**config.mk**
```make
export PLATFORM = sky130hd
export DESIGN_NAME = enemy_spawn_scheduler
export DESIGN_NICKNAME = d
export VERILOG_FILES = /design/src/rtl/enemy_spawn_scheduler.sv
export SDC_FILE = /design/constraint.sdc
export NUM_CORES = 1
export LEC_CHECK = 0
export CORE_UTILIZATION = 40
export CTS_CLUSTER_DIAMETER = 200
export CTS_CLUSTER_SIZE = 16
export DETAILED_ROUTE_END_ITERATION = 10
export PLACE_DENSITY_LB_ADDON = 0.3
export SLEW_MARGIN = 20
export SYNTH_ARGS = -nofsm -noshare
export SYNTH_HDL_FRONTEND = slang
export SYNTH_SLANG_ARGS = --single-unit
```
**constraint.sdc**
```tcl
create_clock -name clk -period 3.8 [get_ports clk]
set_input_delay 1.14 -clock clk [delete_from_list [all_inputs] [get_ports clk]]
set_output_delay 1.14 -clock clk [all_outputs]
set_load 0.05 [all_outputs]
```
**src/rtl/enemy_spawn_scheduler.sv**
```systemverilog
// Round-robin spawn arbiter: shares one spawn resource among enemy slots with a score-scaled cooldown.
// The grant is gated live in S_GRANT so a withdrawn request, a pause or a reset in that cycle suppresses the pulse.
module enemy_spawn_scheduler #(
  parameter int          NUM_ENEMIES = 4,
  parameter int          TICK_CYCLES = 25000000,
  parameter int          X_MAX       = 152,
  parameter logic [15:0] LFSR_SEED   = 16'hACE1
) (
  input  logic                   clk,
  input  logic                   reset,
  input  logic                   enable,
  input  logic [7:0]             score,
  input  logic [NUM_ENEMIES-1:0] spawnReq,
  output logic [NUM_ENEMIES-1:0] spawnGrant,
  output logic [7:0]             spawnX,
  output logic [2:0]             spawnHealth,
  output logic                   busy
);

  localparam int            IW        = $clog2(NUM_ENEMIES);
  localparam int            TW        = (TICK_CYCLES > 1) ? $clog2(TICK_CYCLES) : 1;
  localparam logic [TW-1:0] TICK_LAST = TW'(TICK_CYCLES - 1);
  localparam logic [7:0]    X_LIM     = 8'(X_MAX);
  localparam logic [7:0]    X_WRAP    = 8'(X_MAX + 1);

  typedef enum logic [1:0] {
    S_IDLE,
    S_ARBITRATE,
    S_GRANT,
    S_COOLDOWN
  } state_t;

  state_t                  r_state;
  logic [IW-1:0]           r_last;
  logic [IW-1:0]           r_idx;
  logic [TW-1:0]           r_tick;
  logic [1:0]              r_gap;
  logic [15:0]             r_lfsr;
  logic [7:0]              r_x;
  logic [7:0]              r_x_prev;
  logic [2:0]              r_health;
  logic [2:0]              r_health_prev;

  logic                    w_found;
  logic [IW-1:0]           w_pick;
  logic                    w_fb;
  logic [7:0]              w_lfsr_lo;
  logic [7:0]              w_x_next;
  logic [2:0]              w_health_next;
  logic [1:0]              w_gap_next;
  logic                    w_grant_ok;
  logic [NUM_ENEMIES-1:0]  w_onehot;

  // Search starts one past the last winner so persistent requesters rotate fairly.
  always_comb begin
    w_found = 1'b0;
    w_pick  = r_last;
    for (int k = 1; k <= NUM_ENEMIES; k++) begin
      if (!w_found && spawnReq[(int'(r_last) + k) % NUM_ENEMIES]) begin
        w_found = 1'b1;
        w_pick  = IW'((int'(r_last) + k) % NUM_ENEMIES);
      end
    end
  end

  // Fibonacci taps 16,14,13,11 in right-shift form.
  assign w_fb      = r_lfsr[0] ^ r_lfsr[2] ^ r_lfsr[3] ^ r_lfsr[5];
  assign w_lfsr_lo = r_lfsr[7:0];
  assign w_x_next  = (w_lfsr_lo <= X_LIM) ? w_lfsr_lo : (w_lfsr_lo - X_WRAP);

  always_comb begin
    w_health_next = 3'd1;
    w_gap_next    = 2'd3;
    if (score > 8'd30) begin
      w_health_next = 3'd3;
      w_gap_next    = 2'd1;
    end else if (score >= 8'd10) begin
      w_health_next = 3'd2;
      w_gap_next    = 2'd2;
    end
  end

  assign w_onehot   = {{(NUM_ENEMIES-1){1'b0}}, 1'b1} << r_idx;
  assign w_grant_ok = (r_state == S_GRANT) && enable && !reset && spawnReq[r_idx];

  always_ff @(posedge clk) begin
    if (reset) begin
      r_state       <= S_IDLE;
      r_last        <= IW'(NUM_ENEMIES - 1);
      r_idx         <= '0;
      r_tick        <= '0;
      r_gap         <= 2'd0;
      r_lfsr        <= LFSR_SEED;
      r_x           <= 8'd0;
      r_x_prev      <= 8'd0;
      r_health      <= 3'd1;
      r_health_prev <= 3'd1;
    end else begin
      if (enable) begin
        r_lfsr <= {w_fb, r_lfsr[15:1]};
      end
      case (r_state)
        S_IDLE: begin
          if (enable && |spawnReq) begin
            r_state <= S_ARBITRATE;
          end
        end
        S_ARBITRATE: begin
          if (w_found) begin
            r_idx         <= w_pick;
            r_x_prev      <= r_x;
            r_health_prev <= r_health;
            r_x           <= w_x_next;
            r_health      <= w_health_next;
            r_state       <= S_GRANT;
          end else begin
            r_state <= S_IDLE;
          end
        end
        S_GRANT: begin
          if (w_grant_ok) begin
            r_last  <= r_idx;
            r_gap   <= w_gap_next;
            r_tick  <= '0;
            r_state <= S_COOLDOWN;
          end else begin
            // Nothing was handed out, so the slot outputs go back to what was last granted.
            r_x      <= r_x_prev;
            r_health <= r_health_prev;
            r_state  <= S_IDLE;
          end
        end
        S_COOLDOWN: begin
          if (enable) begin
            if (r_tick == TICK_LAST) begin
              r_tick <= '0;
              r_gap  <= r_gap - 2'd1;
              if (r_gap == 2'd1) begin
                r_state <= S_IDLE;
              end
            end else begin
              r_tick <= r_tick + TW'(1);
            end
          end
        end
        default: r_state <= S_IDLE;
      endcase
    end
  end

  assign spawnGrant  = w_grant_ok ? w_onehot : '0;
  assign spawnX      = r_x;
  assign spawnHealth = r_health;
  assign busy        = (r_state != S_IDLE);

endmodule

```
# == Word level (Yosys, flattened, before mapping) ==
# Index checks and enable logic that the tools add are counted.
# word_totals
input_bits,15
output_inout_bits,16
elab_cells,120
reg_bits,71
# classes
n_mux,49
bitwise_logic,7
n_eq_ne,12
addsub,7
n_reduce_logical,26
shift,1
n_lt_le_gt_ge,8
# ops
operator,n
25-bit two-way mux,3
25-bit case mux with 2 select lines,1
2-bit two-way mux,16
"25-bit by 1-bit adder with 25-bit output, second input constant",1
"25-bit == test, second input constant",1
8-bit two-way mux,3
"3-bit by 4-bit < comparator with 1-bit output, second input constant",4
8-bit case mux with 2 select lines,1
1-bit two-way mux,14
"2-bit inequality test, second input constant",7
1-bit binary-select mux with 2-bit select,5
"8-bit by 4-bit >= comparator with 1-bit output, second input constant",1
"8-bit by 5-bit greater-than comparator with 1-bit output, second input constant",1
"8-bit <= comparator, second input constant",1
2-bit case mux with 4 select lines,1
4-bit AND reduction,2
2-bit OR reduction,4
"8-bit subtractor, second input constant",1
1-bit logical AND,7
3-bit two-way mux,2
3-bit case mux with 2 select lines,1
3-bit AND reduction,2
2-bit nonzero test,3
"2-bit by 1-bit adder with 2-bit output, second input constant",2
14 further kinds,26

# == Longest topological paths before layout ==
# Gate-level depths: netlist (run 1).
# logic_depth
ltp_word,18
mapped_depth,8
ltp_nobuf,7

# == Worst setup path before layout (run 1) ==
# No wires, ideal clock.
# synth_path
path_kind,in2out
from,in enable
to,out spawnGrant[0]
path_slack_ps,-560
cell_stages,5
arrival_time_ps,3220
required_ps,2660
path_buffers,2
path_cell_list,clkbuf_1 -> nand2_1 -> or4b_1 -> buf_2 -> nor3_1
# synth_between
elab_chain_len,4
# synth_rtl
item,line_no,rtl
from (decl),11,"input logic enable,"
1-bit logical AND (3 in series),84,assign w_grant_ok = (r_state == S_GRANT) && enable && !reset && spawnReq[r_idx];
4-bit two-way mux,151,assign spawnGrant = w_grant_ok ? w_onehot : '0;
to (decl),14,"output logic [NUM_ENEMIES-1:0] spawnGrant,"
# Every way passes these cells.

# == Worst setup path after layout (run 1) ==
# layout_path
from,in reset
to,out spawnGrant[0]
# layout_between
elab_chain_len,4
# layout_rtl
item,line_no,rtl
from (decl),10,"input logic reset,"
1-bit zero test,84,
1-bit logical AND (2 in series),84,
4-bit two-way mux,151,
# Every way passes these cells.

==> impl_results.rst, run 1 <==
.. list-table::
   :header-rows: 1

   * - Metric
     - Value
   * - Run status
     - complete, no violations
   * - Count of flip-flops with a built-in enable after synthesis
     - 0
   * - Overall track demand over capacity in global routing
     - 0.1955
   * - Pin count of the biggest net entering global routing
     - 38
   * - Worst Clk Skew
     - 7.793 ps
   * - Most common flop cell mapped by yosys
     - dfxtp_1
   * - Filler Cell Count
     - 797
   * - Buffers on Ports
     - 30
   * - I/O pins
     - 31
   * - Number of vias per cell after detailed routing
     - 5.563
   * - Wire length of the first global-routing pass
     - 13.62 mm
   * - Max Cap Violations
     - 0
   * - CTS Buf Count
     - 9
   * - Power per standard cell area
     - 453.9 nW/um^2
   * - Final Power
     - 1909 uW
   * - Number of vias in the routed layout
     - 3160
   * - Avg Cell Area, Syn
     - 8.124 um^2
   * - Fraction of registers with async set or reset after synthesis
     - 0
   * - Layout Area Growth over Synthesis
     - 22.12%
   * - Site Rows
     - 33
   * - Setup TNS
     - 0 ps
   * - Ratio of cells with drive above 1 in the final layout
     - 0.1102
   * - Fraction of the yosys area taken by sequential cells
     - 0.4126
   * - Standby leakage power
     - 0.001486 uW
   * - Worst vdd rail ir drop
     - 0.3071 mV
   * - Detailed-route wire length
     - 8.076 mm
   * - Post-synthesis net count
     - 442
   * - Initial standard-cell utilization of the core
     - 0.4171
   * - Number of hold-repair buffers added at the cts stage
     - 0
   * - Horiz. Die Dim
     - 94.80 um
   * - Number of clock sinks seen by CTS
     - 71
   * - Vias in the first global route
     - 2991
   * - Post-route minimum period
     - 3749 ps
   * - DRC violation count after routing
     - 0
   * - Count of placed standard cells including taps
     - 552
   * - Post-DP HPWL
     - 5.443 mm
   * - Worst Tran Pin Value
     - 730.3 ps
   * - Clock transition at the registers of the reported paths
     - 70 ps
   * - Mapped cell area
     - 3445 um^2
   * - Worst Path Max Fanout
     - 3
   * - Clock Latency Late Sink
     - 360 ps
   * - Endpoint type of the worst setup path
     - primary output
   * - Global placer's final weighted congestion
     - 0.8048
   * - Leading cell types in the layout, fill and taps excluded
     - dfxtp_1, nand2_1, nor2_1, a21oi_1, clkdlybuf4s50_1
   * - DIE HEIGHT
     - 94.80 um
   * - Number of hold violations in the final report
     - 0
   * - Initial detailed-routing violation count
     - 111
   * - Final Cycle Share
     - 0.9867
   * - Core area
     - 8258 um^2
   * - Nets
     - 477
   * - CTS root buf
     - clkbuf_8
   * - Register bit count reported by yosys
     - 71
   * - Timing-limited maximum frequency
     - 266.7 MHz
   * - Final antenna-violating net count
     - 0
   * - CTS tree
     - yes
   * - Worst hold path type
     - reg -> reg
   * - Setup Viol. Count Final
     - 0
   * - Worst slew margin relative to its limit
     - 0.5108
   * - Die Footprint
     - 8986 um^2
   * - Kind of launch point of the worst setup path
     - input pin
   * - Final Max Tran Viols
     - 0
   * - Post-Syn Instances
     - 424
   * - WP data required
     - 2660 ps
   * - Number of library cell types mapped by synthesis
     - 54
   * - Maximum clock insertion buffer count
     - 2
   * - Most common cell after layout, fill and taps aside
     - dfxtp_1
   * - Worst Path Arrival
     - 2610 ps
   * - Max H-tree Level
     - 3
   * - Mean routed wirelength per cell
     - 14.22 um
   * - Number of detailed-route iterations in the first pass
     - 4
   * - Number of warnings issued by yosys
     - 0
   * - Setup CP Type
     - in -> out
   * - Filler-free cell count of the finished design
     - 568
   * - Setup repair after global routing missed its margin
     - yes
   * - Antenna diode count
     - 0
   * - Number of antenna violations at the first check in global routing
     - 0
   * - Total congestion overflow
     - 0
timing repair:
| item | 4_1_cts | 5_1_grt |
|---|---|---|
| resized for setup | 8 | 3 |
| pin swaps | 2 | 1 |
| buffers inserted | 1 | 0 |
| hold endpoints to repair | 0 | 0 |
| setup endpoints to repair | 4 | 4 |
where the power goes:
group | switching (uW) | leakage [uW] | internal [uW]
clock | 283 | 0.0000986 | 367
sequential | 51.0 | 0.000578 | 793
combinational | 258 | 0.000809 | 158
cells by family after synthesis:
logic type / synth area share
AO/OA/AOI/OAI: 0.1787
XOR/XNOR: 0.03814
adder cells (fa/ha/maj): 0.01090
buffers and inverters: 0.04431
flip-flops: 0.4126
multiplexers: 0.04431
AND/OR/NAND/NOR: 0.2710
state kept, by name, summed over array words and instances (netlist names):
name / count
r_state: 2
r_x_prev: 8
r_idx: 2
spawnX: 8
r_health_prev: 3
r_lfsr: 16
r_tick: 25
r_gap: 2
spawnHealth: 3
r_last: 2
worst max-delay path: stages:
cell and delay (ps):
clkdlybuf4s50_1 450, or4b_4 520, buf_6 140, nor3_4 190, buf_12 160
Yosys cell counts (all sizes together), types with 2 or more instances:
library cell | instances | area (um^2)
nor3 | 13 | 65.06
o41ai | 2 | 17.52
a311oi | 4 | 35.03
and4 | 4 | 35.03
o31ai | 10 | 75.07
ha | 3 | 37.54
nor3b | 2 | 15.01
nand2 | 58 | 217.7
nor2b | 4 | 25.02
clkbuf | 19 | 71.32
buf | 9 | 40.03
a211oi | 2 | 15.01
nand2b | 3 | 18.77
nor4b | 3 | 26.28
xnor2 | 15 | 131.4
o21ai | 16 | 83.83
mux2i | 13 | 130.1
nor4 | 5 | 31.28
nand4 | 7 | 43.79
or3 | 8 | 50.05
nand3b | 2 | 15.01
a21oi | 36 | 187.7
nand4b | 2 | 17.52
nor2 | 40 | 150.1
and2 | 4 | 25.03
inv | 11 | 41.29
dfxtp | 71 | 1421
or4 | 8 | 63.81
a31oi | 2 | 12.51
o211ai | 7 | 52.55
and3 | 2 | 12.51
a32oi | 2 | 17.52
o21a | 3 | 22.52
a211o | 2 | 17.52
nand3 | 19 | 95.09
routing by layer:
metal	up-vias	routed length, um	track usage
li1	1600	-	-
met1	1514	3650	0.2263
met2	36	4058	0.3375
met3	10	250	0.05153
met4	0	116	0.08460
met5	-	0	0
layout make-up:
| type | count | area (um^2) | share of cell area |
|---|---|---|---|
| clock buffers | 10 | 127.6 | 0.03034 |
| clock inverters | 5 | 83.83 | 0.01993 |
| inverters | 11 | 41.29 | 0.009816 |
| multi-input cells | 314 | 1892 | 0.4497 |
| flip-flops and latches | 71 | 1421 | 0.3379 |
| well taps | 105 | 131.4 | 0.03123 |
| repair buffers | 52 | 509.2 | 0.1211 |
through the flow:
stage	setup WS, ps	hold slack (ps)	utilization	instance area, um^2
after floorplan	14.56	433.2	-	3457
after global placement	-174.0	441.5	0.4814	3975
after detailed placement	-206.7	448.0	0.4814	3975
after CTS	4.630	459.2	0.5086	4200
after global routing	-1.283	471.1	0.5094	4207
final	50.57	457.0	0.5094	4207
worst paths after layout:
| check | startpoint | to | slack, ps | cells after the start |
|---|---|---|---|---|
| min reg2reg | r_health_prev[2]$_SDFFE_PP0P_ | r_health_prev[2]$_SDFFE_PP0P_ | 460 | 2 |
| max reg2reg | r_idx[0]$_SDFFE_PP0P_ | r_tick[18]$_SDFFE_PP0P_ | 1230 | 8 |
| min | r_health_prev[2]$_SDFFE_PP0P_ | r_health_prev[2]$_SDFFE_PP0P_ | 460 | 2 |
| max | reset | spawnGrant[0] | 50 | 5 |
(Power assumes the default switching activity.)
==> run 2: changes to the inputs <==
--- a/config.mk
+++ b/config.mk
@@ -9,8 +9,6 @@
 export CTS_CLUSTER_DIAMETER = 200
 export CTS_CLUSTER_SIZE = 16
 export DETAILED_ROUTE_END_ITERATION = 10
-export PLACE_DENSITY_LB_ADDON = 0.3
-export SLEW_MARGIN = 20
 export SYNTH_ARGS = -nofsm -noshare
 export SYNTH_HDL_FRONTEND = slang
 export SYNTH_SLANG_ARGS = --single-unit
==> run 2 against run 1 <==
Net effect: clock-buffer cell count is 1 lower; clock power increased by 5.8%; worst setup slack improved by 45 ps; largest power group unchanged; highest routed layer unchanged.
==> impl_results.rst, run 2 (synthesized netlist as in run 1, its figures left out) <==
.. list-table::
   :header-rows: 1

   * - Metric
     - Value
   * - Fraction of the core area covered by cells at the end of the flow
     - 0.5106
   * - Reg2reg end
     - r_tick[13]$_SDFFE_PP0P_
   * - Hold slack final
     - 455.8 ps
   * - Worst Path Max Fanout
     - 3
   * - Final Cycle Share
     - 0.9748
   * - Initial detailed-routing violation count
     - 141
   * - Number of antenna violations at the first check in global routing
     - 0
   * - Number of stages on the worst setup path
     - 6
   * - Number of hold-repair buffers added at the cts stage
     - 0
   * - Detailed route wirelength on metal2
     - 4.175 mm
   * - DRC violation count after routing
     - 0
   * - Worst slew margin relative to its limit
     - 0.5208
   * - M1 WL
     - 3.690 mm
   * - Maximum clock insertion buffer count
     - 2
   * - CTS root buf
     - clkbuf_8
   * - Worst hold path depth
     - 2
   * - Endpoint type of the worst setup path
     - primary output
   * - Max H-tree Level
     - 3
   * - Setup repair after global routing missed its margin
     - no
   * - I/O pins
     - 31
   * - Most common cell after layout, fill and taps aside
     - dfxtp_1
   * - Worst Clk Skew
     - 11.81 ps
   * - Launch point of the worst hold path
     - r_x_prev[4]$_SDFFE_PP0P_
   * - Core area
     - 8258 um^2
   * - Setup Viol. Count Final
     - 0
   * - Final antenna-violating net count
     - 0
   * - Max Cap Violations
     - 0
   * - Leading cell types in the layout, fill and taps excluded
     - dfxtp_1, nand2_1, nor2_1, a21oi_1, clkdlybuf4s50_1
   * - Site Rows
     - 33
   * - Number of vias in the routed layout
     - 3180
   * - Global placer's final weighted congestion
     - 0.7487
   * - Worst reg2reg path depth
     - 8
   * - Number of clock sinks seen by CTS
     - 71
   * - Worst vdd rail ir drop
     - 0.2711 mV
   * - Power per standard cell area
     - 461.5 nW/um^2
   * - Post-DP HPWL
     - 5.434 mm
   * - Standby leakage power
     - 0.001492 uW
   * - Sum of met3 wire segment lengths after detailed routing
     - 239 um
   * - Register bank with the most flops
     - r_tick
   * - Worst R2R Setup Slack
     - 1190 ps
   * - Ratio of cells with drive above 1 in the final layout
     - 0.1166
   * - Top sig layer
     - met4
   * - Worst Path Arrival
     - 2560 ps
   * - Die Footprint
     - 8986 um^2
   * - Vias in the first global route
     - 2959
   * - Initial standard-cell utilization of the core
     - 0.4171
   * - Min-Delay Endpoint
     - r_x_prev[4]$_SDFFE_PP0P_
   * - Pin count of the biggest net entering global routing
     - 38
   * - Buffers on Ports
     - 30
   * - Layout Area Growth over Synthesis
     - 22.41%
   * - Worst hold path type
     - reg -> reg
   * - Horiz. Die Dim
     - 94.80 um
   * - Wire length of the first global-routing pass
     - 13.73 mm
   * - Post-route minimum period
     - 3704 ps
   * - Worst Tran Pin Value
     - 715.4 ps
   * - Number of hold violations in the final report
     - 0
   * - CP top delay family
     - simple AND/OR/NAND/NOR gates
   * - Number of detailed-route iterations in the first pass
     - 4
   * - Total congestion overflow
     - 0
   * - Final Max Tran Viols
     - 0
   * - Detailed-route wire length
     - 8.205 mm
   * - Final Power
     - 1946 uW
   * - Nets
     - 476
   * - Worst reg2reg path startpoint
     - r_idx[0]$_SDFFE_PP0P_
   * - WP data required
     - 2660 ps
   * - Run status
     - complete, no violations
   * - Worst path buffer plus inverter count
     - 2
   * - Slowest cell delay on critical path
     - 500 ps
   * - CP Cell Sequence
     - dlygate4sd2_1, mux4_2, or4b_4, nor2_1, and2_2, buf_12
   * - Timing-limited maximum frequency
     - 270.0 MHz
   * - Beginning of the critical path
     - spawnReq[0]
   * - Setup CP Type
     - in -> out
   * - Number of vias per cell after detailed routing
     - 5.599
   * - Finished Cell Area
     - 4217 um^2
   * - Standard cell area after detailed placement
     - 3983 um^2
   * - Antenna diode count
     - 0
   * - Largest registers
     - r_tick x25, r_lfsr x16
   * - DIE HEIGHT
     - 94.80 um
   * - Clock transition at the registers of the reported paths
     - 70 ps
   * - Flip-flop count of the largest register, all copies and words added
     - 25
   * - CTS tree
     - yes
   * - Mean routed wirelength per cell
     - 14.45 um
   * - Clock Latency Late Sink
     - 350 ps
   * - Overall track demand over capacity in global routing
     - 0.1979
   * - CTS Buf Count
     - 9
   * - Worst-path cell with the longest stage delay
     - or4b_4
   * - Kind of launch point of the worst setup path
     - input pin
==> run 2: final cells by class <==
| class | count | area (um^2) |
|---|---|---|
| tap | 105 | 131.4 |
| timing repair buffer | 51 | 495.5 |
| inverter | 11 | 41.29 |
| fill | 788 | 4041 |
| clock inverter | 7 | 102.6 |
| multi-input combinational | 314 | 1901 |
| clock buffer | 9 | 123.9 |
| sequential | 71 | 1421 |
==> run 2: through the flow <==
| step | instances | TNS, ps | setup slack [ps] |
|---|---|---|---|
| floorplan | 424 | 0 | 14.56 |
| global placement | 553 | -560.6 | -172.2 |
| detailed placement | 553 | -677.8 | -179.5 |
| CTS | 569 | 0 | 36.97 |
| global route | 568 | 0 | 19.59 |
| finish | 568 | 0 | 95.63 |
==> run 2: what timing repair did <==
action / 4_1_cts / 5_1_grt
cloned: 0 / 0
pin swaps: 2 / 2
gates resized for setup: 9 / 1
buffers inserted: 0 / 0
endpoints found under the setup margin: 4 / 3
hold endpoints to repair: 0 / 0
==> run 2: where the power goes <==
part           switching, uW  total, uW  leakage, uW  internal (uW)
clock                    310        688     0.000111            377
sequential              50.9        843     0.000578            793
combinational            258        415     0.000803            157
total                    619       1950      0.00149           1330
==> run 2: how the worst max path moves through the flow <==
stage / endpoint / slack (ps)
final: spawnGrant[2] / 100
after global routing: spawnGrant[2] / 20
after CTS: spawnGrant[3] / 40
after detailed placement: spawnGrant[3] / -180
after global placement: spawnGrant[0] / -170
after floorplan: spawnGrant[1] / 10
==> run 2: worst min-delay path, stage by stage, from the launching register on <==
cell	delay, ps
dfxtp_1	310
nand2_1	50
a21oi_1	50
==> run 2: routing by layer <==
metal,vias to the layer above,global-route usage
met3,9,0.06039
met2,44,0.3537
met5,-,0
li1,1600,-
met1,1527,0.2229
met4,0,0.06313
